File: src/rtl/fifo_uart_tx_if.sv
// FIFO read port seen by the UART drain stage: pop request, read data, empty flag.
// master = the reader (issues rd_en); slave = the FIFO side.
interface fifo_uart_tx_if;
   logic       rd_en;
   logic [7:0] buf_out;
   logic       buf_empty;

   modport master (output rd_en, input buf_out, input buf_empty);
   modport slave  (input rd_en, output buf_out, output buf_empty);
endinterface

File: src/rtl/fifo_uart_tx.sv
// FIFO-draining UART transmitter: pops one byte per frame and sends 8N1 (or 8P1/8P2), LSB first.
// Optional parity bit is compiled in with `define UART_TX_PARITY_EN (PARITY_ODD selects odd parity).
module fifo_uart_tx #(
   parameter int unsigned CLKS_PER_BIT = 16,
   parameter int unsigned STOP_BITS    = 1,
   parameter int unsigned PARITY_ODD   = 0
) (
   input  logic                  clk,
   input  logic                  rst,
   input  logic                  tx_enable,
   fifo_uart_tx_if.master        buf_if,
   output logic                  tx,
   output logic                  busy,
   output logic                  frame_done,
   output logic [7:0]            frame_count
);

   localparam int unsigned     BW        = (CLKS_PER_BIT > 1) ? $clog2(CLKS_PER_BIT) : 1;
   localparam logic [BW-1:0]   BAUD_LAST = BW'(CLKS_PER_BIT - 1);
   localparam logic [2:0]      STOP_LAST = 3'(STOP_BITS - 1);

   generate
      if (CLKS_PER_BIT < 2 || CLKS_PER_BIT > 65535 ||
          STOP_BITS < 1 || STOP_BITS > 2 || PARITY_ODD > 1) begin : g_param_check
         $error("fifo_uart_tx: illegal parameter value");
      end
   endgenerate

   typedef enum logic [2:0] {
      S_IDLE,
      S_LOAD,
      S_START,
      S_DATA,
`ifdef UART_TX_PARITY_EN
      S_PARITY,
`endif
      S_STOP
   } state_t;

   state_t          state;
   state_t          state_next;
   logic [BW-1:0]   baud_cnt;
   logic [2:0]      bit_cnt;
   logic [7:0]      shreg;
   logic            baud_tc;
   logic            rd_en_c;
   logic            done_c;
`ifdef UART_TX_PARITY_EN
   logic            par_bit;
`endif

   assign baud_tc      = (baud_cnt == BAUD_LAST);
   assign buf_if.rd_en = rd_en_c;
   assign frame_done   = done_c;

   always_ff @(posedge clk) begin
      if (rst) begin
         state <= S_IDLE;
      end else begin
         state <= state_next;
      end
   end

   always_comb begin
      state_next = state;
      rd_en_c    = 1'b0;
      done_c     = 1'b0;
      case (state)
         S_IDLE: begin
            if (tx_enable && !buf_if.buf_empty) begin
               rd_en_c    = 1'b1;
               state_next = S_LOAD;
            end
         end
         S_LOAD:  state_next = S_START;
         S_START: begin
            if (baud_tc) state_next = S_DATA;
         end
         S_DATA: begin
            if (baud_tc && bit_cnt == 3'd7) begin
`ifdef UART_TX_PARITY_EN
               state_next = S_PARITY;
`else
               state_next = S_STOP;
`endif
            end
         end
`ifdef UART_TX_PARITY_EN
         S_PARITY: begin
            if (baud_tc) state_next = S_STOP;
         end
`endif
         S_STOP: begin
            if (baud_tc && bit_cnt == STOP_LAST) begin
               done_c     = 1'b1;
               state_next = S_IDLE;
            end
         end
         default: state_next = S_IDLE;
      endcase
      // Reset wins over everything, including a pending pop.
      if (rst) begin
         state_next = S_IDLE;
         rd_en_c    = 1'b0;
         done_c     = 1'b0;
      end
   end

   always_ff @(posedge clk) begin
      if (rst) begin
         tx          <= 1'b1;
         busy        <= 1'b0;
         baud_cnt    <= '0;
         bit_cnt     <= '0;
         shreg       <= '0;
         frame_count <= '0;
`ifdef UART_TX_PARITY_EN
         par_bit     <= 1'b0;
`endif
      end else begin
         busy <= (state_next != S_IDLE);

         if (state == S_IDLE || state == S_LOAD || baud_tc) begin
            baud_cnt <= '0;
         end else begin
            baud_cnt <= baud_cnt + 1'b1;
         end

         case (state)
            S_IDLE: tx <= 1'b1;
            S_LOAD: begin
               shreg   <= buf_if.buf_out;
               bit_cnt <= '0;
               tx      <= 1'b0;
`ifdef UART_TX_PARITY_EN
               par_bit <= (^buf_if.buf_out) ^ 1'(PARITY_ODD);
`endif
            end
            S_START: begin
               if (baud_tc) begin
                  tx    <= shreg[0];
                  shreg <= shreg >> 1;
               end
            end
            S_DATA: begin
               if (baud_tc) begin
                  if (bit_cnt == 3'd7) begin
                     bit_cnt <= '0;
`ifdef UART_TX_PARITY_EN
                     tx      <= par_bit;
`else
                     tx      <= 1'b1;
`endif
                  end else begin
                     bit_cnt <= bit_cnt + 3'd1;
                     tx      <= shreg[0];
                     shreg   <= shreg >> 1;
                  end
               end
            end
`ifdef UART_TX_PARITY_EN
            S_PARITY: begin
               if (baud_tc) tx <= 1'b1;
            end
`endif
            S_STOP: begin
               if (baud_tc) begin
                  if (bit_cnt == STOP_LAST) begin
                     bit_cnt     <= '0;
                     frame_count <= frame_count + 8'd1;
                  end else begin
                     bit_cnt <= bit_cnt + 3'd1;
                  end
               end
            end
            default: tx <= 1'b1;
         endcase
      end
   end

endmodule

File: src/flat_wrapper.sv
// flat-port wrapper written by rule: the top's interface ports become plain ports
module fifo_uart_tx_flat 
#(
   parameter int unsigned CLKS_PER_BIT = 16,
   parameter int unsigned STOP_BITS    = 1,
   parameter int unsigned PARITY_ODD   = 0
)
  (clk, rst, tx_enable, tx, busy, frame_done, frame_count, buf_if_rd_en, buf_if_buf_out, buf_if_buf_empty);
  fifo_uart_tx_if buf_if_i ();
  input  logic clk;
  input  logic rst;
  input  logic tx_enable;
  output logic tx;
  output logic busy;
  output logic frame_done;
  output logic [7:0] frame_count;
  output wire logic [$bits(buf_if_i.rd_en)-1:0] buf_if_rd_en;
  input wire logic [$bits(buf_if_i.buf_out)-1:0] buf_if_buf_out;
  input wire logic [$bits(buf_if_i.buf_empty)-1:0] buf_if_buf_empty;
  assign buf_if_rd_en = buf_if_i.rd_en;
  assign buf_if_i.buf_out = buf_if_buf_out;
  assign buf_if_i.buf_empty = buf_if_buf_empty;
  fifo_uart_tx #(.CLKS_PER_BIT(CLKS_PER_BIT), .STOP_BITS(STOP_BITS), .PARITY_ODD(PARITY_ODD)) u_core (.clk(clk), .rst(rst), .tx_enable(tx_enable), .buf_if(buf_if_i), .tx(tx), .busy(busy), .frame_done(frame_done), .frame_count(frame_count));
endmodule
File: config.mk
export PLATFORM = sky130hd
export DESIGN_NAME = fifo_uart_tx_flat
export DESIGN_NICKNAME = d
export VERILOG_FILES = /design/src/rtl/fifo_uart_tx_if.sv /design/src/rtl/fifo_uart_tx.sv /design/src/flat_wrapper.sv
export SDC_FILE = /design/constraint.sdc
export NUM_CORES = 1
export LEC_CHECK = 0
export CAP_MARGIN = 10
export CORE_UTILIZATION = 30
export CTS_BUF_LIST = sky130_fd_sc_hd__clkbuf_8
export DETAILED_ROUTE_END_ITERATION = 8
export GPL_ROUTABILITY_DRIVEN = 0
export PLACE_DENSITY = 0.61
export SLEW_MARGIN = 30
export SYNTH_ARGS = -nofsm -noshare
export SYNTH_HDL_FRONTEND = slang
export SYNTH_SLANG_ARGS = --single-unit
File: constraint.sdc
create_clock -name clk -period 2.56 [get_ports clk]
set_clock_uncertainty 0.2 [all_clocks]
set_input_delay 0.256 -clock clk [delete_from_list [all_inputs] [get_ports clk]]
set_output_delay 0.256 -clock clk [all_outputs]
set_load 0.03 [all_outputs]
## Word-level counts from Yosys, hierarchy flattened

Cells that the tools add are included.

- Output and inout bits: 12
- Flip-flop bits (word level): 28
- Input bits: 12

- Reductions and logical operators: 16
- Bitwise gates (word level): 1
- Add/subtract/negate cells: 3
- Eq/ne operators: 10
- Mux-type cells: 25

Operators by type and width:

| kind | number |
|---|---|
| 3-bit two-way mux | 9 |
| 8-bit two-way mux | 3 |
| 8-bit one-hot mux with 3 select lines | 1 |
| 3-bit one-hot mux with 5 select lines | 1 |
| 1-bit two-way mux | 9 |
| 3-bit one-hot mux with 3 select lines | 1 |
| 3-bit AND reduction | 3 |
| 3-bit nonzero test | 3 |
| 8-bit by 1-bit adder with 8-bit output (second input constant) | 1 |
| 3-bit by 2-bit equality test with 1-bit output (second input constant) | 2 |
| 3-bit equality test (second input constant) | 2 |
| 3-bit logical NOT | 2 |
| 2-bit by 1-bit != test with 1-bit output (second input constant) | 3 |
| 4-bit by 1-bit adder with 4-bit output (second input constant) | 1 |
| 4-bit equality test (second input constant) | 1 |
| 1-bit one-hot mux with 4 select lines | 1 |
| 4-bit AND reduction | 1 |
| 3-bit by 1-bit adder with 3-bit output (second input constant) | 1 |
| 3-bit by 1-bit equality test with 1-bit output (second input constant) | 1 |
| 1-bit logical AND | 3 |
| 1-bit logical OR | 2 |
| 2-bit != test (second input constant) | 1 |
| 2-bit OR reduction | 1 |
| 1-bit logical NOT | 1 |
| 1-bit inverter | 1 |

## Depth between registers and ports, before layout

- Depth after elaboration: 6
- Gate-level depth with buffers: 7
- Depth with buffers taken out: 6

## Worst setup path before layout

OpenSTA, ideal clock, no wires.

- Kind: reg2out
- Start point: reg u_core.state[0]
- End point: out buf_if_rd_en
- Stages on the path, launching flop included: 4
- Arrival time: 1821 ps
- Slack: 283 ps
- Path buffers: 1
- Data required time: 2104 ps
- Cell sequence: dfxtp_1 -> buf_2 -> or3b_2 -> nor4_1

- Word-level cells in the longest chain between the ends: 3

Ends and longest elaborated chain:

| what | line | source |
|---|---|---|
| start, declared | fifo_uart_tx.sv:40 | `state_t state;` |
| start signal, assigned | fifo_uart_tx.sv:60 | `state <= state_next;` |
| 3-bit logical NOT | fifo_uart_tx.sv:68 | `case (state)` |
| 1-bit two-way mux | fifo_uart_tx.sv:68 |  |
| 1-bit two-way mux | fifo_uart_tx.sv:102 | `if (rst) begin` |
| end, declared | flat_wrapper.sv:17 | `output wire logic [$bits(buf_if_i.rd_en)-1:0] buf_if_rd_en;` |

Every way passes these cells.

## Worst setup path in the final report

- Start point: reg u_core.state[2]
- End point: reg u_core.frame_count[5]

- Word-level cells in the longest chain between the ends: 2

Ends and longest elaborated chain:

| what | line | source |
|---|---|---|
| 3-bit equality test | fifo_uart_tx.sv:129 | `case (state)` |
| 3-bit AND reduction (no source line) | -- |  |
| end signal, assigned | fifo_uart_tx.sv:170 | `frame_count <= frame_count + 8'd1;` |
| end, declared | fifo_uart_tx.sv:15 | `output logic [7:0] frame_count` |

Every way passes these cells.
A chain may end at the register's enable or synchronous reset.

==> key figures <==
Die
  • # IOs: 24
  • Die ar.: about 4800 um2
  • Core area: about 4400 um2
  • Initial Util: around a third
  • Width of the chip: just under 70 um
  • # rows: 24
  • Die Y: 69.5 um

STA
  • Pins over their slew limit: 0
  • Slew HR: between 60% and 70%
  • Final setup fails: 0
  • Post-route setup slack: around 0.29 ns
  • RSZ-0062 raised after global routing: false
  • Total negative setup slack: 0 ns
  • Post-route clock period utilization: roughly nine tenths
  • Fin crit period: between 2 and 2.5 ns
  • Worst Max-Slew Pin Slew: ~0.45 ns
  • Fin. Hold Viols: 0
  • Fmax: about 0.44 GHz

Clock tree
  • Clock buffer depth: 2
  • Root buffer selected by CTS: clkbuf_8
  • CTS Buf Count: 3
  • H-tree levels: 1
  • Clock latency on the worst-skew pair: 0.27 ns
  • Post_cts resized: 0
  • Clock transition at path regs: 0.10 ns
  • CTS Sinks: 28
  • Post-CTS Setup Bufs: 0
  • Hold buffer count at cts: 0
  • CTS tree: yes

Drt
  • Drt via density: around 4.9
  • Initial DRC count: between 60 and 70
  • 1st-pass router iterations: 4
  • Remaining DRCs: 0
  • Drt wl/cell: between 10 and 15 um
  • WL final: around 2800 um
  • Vias: roughly 1.2k
  • Final ANT Viol Nets: 0

GRT
  • GRT Residual Overflow: 0
  • Initial antenna violation count: 0
  • Global-route wire length before repair: between 4000 and 5000 um
  • Total GRT Usage: between 10% and 20%
  • Largest net degree at the start of global routing: 16
  • Number of global-route vias before repair: between 1k and 1.5k

Run status
  • Status: completed

Logic synthesis
  • Largest area contributor in the netlist: dfxtp_1
  • Synth warn: 0
  • Simple-Gate Fraction of Synth Area: 23.6%
  • Mapped Nets: ~170
  • Post-synth top area share: between 40% and 50%
  • FFs w/ async S/R, synth: 0%
  • Largest family of logic cells by synthesized area: simple AND/OR/NAND/NOR gates
  • Primary FF master, synth: dfxtp_1
  • Synth area leaders: dfxtp_1 (41%), mux2i_1 (7.3%), ha_1 (4.6%)
  • Post-synth EDFFs: 0
  • Sequential share of the synthesized area: between 40% and 50%
  • Synthesis-stage register bit count: 28
  • Mux cell area share after synthesis: 8.14%
  • Synth Instances: ~150
  • Avg Cell Area, Syn: roughly 9 um2
  • Yosys cell types: 38
  • Count leader, synth: dfxtp_1
  • Synth top cells by count: dfxtp_1 (28), nor2_1 (15), a21oi_1 (12)
  • Synth Area in XOR/XNOR: between 3 and 4%
  • Compound-Gate Fraction of Synth Area: 15.8%
  • Post-synthesis cell area: roughly 1400 um2
  • Post-synthesis adder-cell area fraction: 4.57%

Setup path
  • Crit path arrival time: 2.28 ns
  • Crit Path Class: reg2reg
  • Slowest Stage Delay on Critical Path: around 0.57 ns
  • Worst-path cell chain: or3b_4 -> or4_4 -> or3_1 -> a21oi_1
  • Critical path required time: ~2.6 ns
  • Max FO, Critical Path: 10
  • Slowest-stage cell, CP: or4_4
  • Startpoint Class: register
  • Setup crit end kind: register

Placement
  • Placed cell area: approximately 1700 um2
  • Placed insts: 230
  • I/O Buffers: 23
  • Hpwl dp: around 2100 um
  • Pre-CTS WS: 0.328 ns

Job
  • Max_cap viols: 0

Power
  • Internal power: approximately 0.00066 W
  • Power Dens Cells: 503 nW/um2
  • Combinational share of power: approximately 16%
  • Sw Ratio: approximately 24%
  • Flop pwr share: between 50% and 60%
  • Leakage Power: between 0.6 and 0.7 nW
  • Clock power frac: between 30% and 40%
  • Max IR drop VDD: between 150 and 200 uV
  • NetSw: about 0.00021 W

Finish
  • Fillcell total: between 400 and 500
  • # diodes: 0
  • Sequential cell area: between 500 and 600 um2
  • Final Util: between 40% and 50%
  • Final net count: 200
  • Final non-filler cell total: approximately 230
  • Layout area overhead: 27.4%
  • Share of cells above drive strength 1: roughly a tenth
  • Area of the multi-input gates: about 760 um2
  • Post-Layout Inst Area: 1740 um2

Worst hold path
  • Hold/Removal Path Class: reg2reg
[power by group through the flow]
stage,combinational (W),clock [W],sequential (W)
6_report,0.000138,0.000270,0.000469
5_1_grt,0.000152,0.000299,0.000472
4_1_cts,0.000139,0.000281,0.000469
3_5_place_dp,0.000138,0,0.000479
3_3_place_gp,0.000139,0,0.000478
2_1_floorplan,0.0000813,0,0.000482
[per-layer routing]
| metal | track usage [%] | routed length, um | vias up |
|---|---|---|---|
| met5 | 0 | 0 | - |
| met4 | 6.80 | 49 | 0 |
| met3 | 1.89 | 64 | 4 |
| met2 | 18.7 | 1260 | 13 |
| met1 | 17.4 | 1460 | 526 |
| li1 | - | - | 608 |
[cell usage in the layout, fill, tap and decap left out, types with 2 or more instances in the layout]
master / count
ha_1: 5
a21oi_1: 12
nand2_1: 6
o21ai_0: 9
nand2b_1: 6
inv_1: 3
nand3_1: 5
mux2i_1: 10
nor2_1: 15
a22oi_1: 2
or3_1: 6
nor3_1: 2
xor2_1: 3
dfxtp_1: 28
clkbuf_8: 4
nor4_1: 3
buf_4: 11
clkdlybuf4s50_1: 21
and2_1: 3
xnor2_1: 2
a211oi_1: 8
nand4_1: 2
[worst paths after layout]
path                            to  cells after the start               start  slack, ns
min             u_core.baud_cnt[0]                      1  u_core.baud_cnt[0]       0.26
max          u_core.frame_count[5]                      4     u_core.state[2]       0.29
max reg2reg  u_core.frame_count[5]                      4     u_core.state[2]       0.29
min reg2reg     u_core.baud_cnt[0]                      1  u_core.baud_cnt[0]       0.26
[worst max-delay path, delay by kind of cell, from the launching register on]
family	cells	cell delay, ns
simple gates	3	1.37
flops	1	0.49
compound gates	1	0.14
[flip-flops by register name, indices dropped and copies added, names as in the netlist]
| name | cells |
|---|---|
| u_core.state | 3 |
| u_core.baud_cnt | 4 |
| u_core.frame_count | 8 |
| u_core.shreg | 8 |
| u_core.bit_cnt | 3 |
| u_core.busy | 1 |
| u_core.tx | 1 |
[cells by family (layout without fill, tap and decap cells)]
logic type	after synthesis	in the layout
flops	28	28
xor+xnor	5	5
fa+ha+maj	5	5
simple gates	58	58
buf+inv	11	39
mux	11	11
compound gates	36	36
[stage by stage]
stage	hold slack, ns	total power (W)
5_1_grt	0.286	0.000924
3_5_place_dp	0.242	0.000616
2_1_floorplan	0.214	0.000564
3_3_place_gp	0.233	0.000617
6_report	0.260	0.000876
4_1_cts	0.264	0.000889
[area by class of cell]
type	count	share of cell area [%]
flip-flops and latches	28	32.2
clock buffers	4	3.16
inverters	3	0.647
multi-input cells	115	43.5
repair buffers	32	16.8
well taps	52	3.74
(Power assumes the default switching activity.)
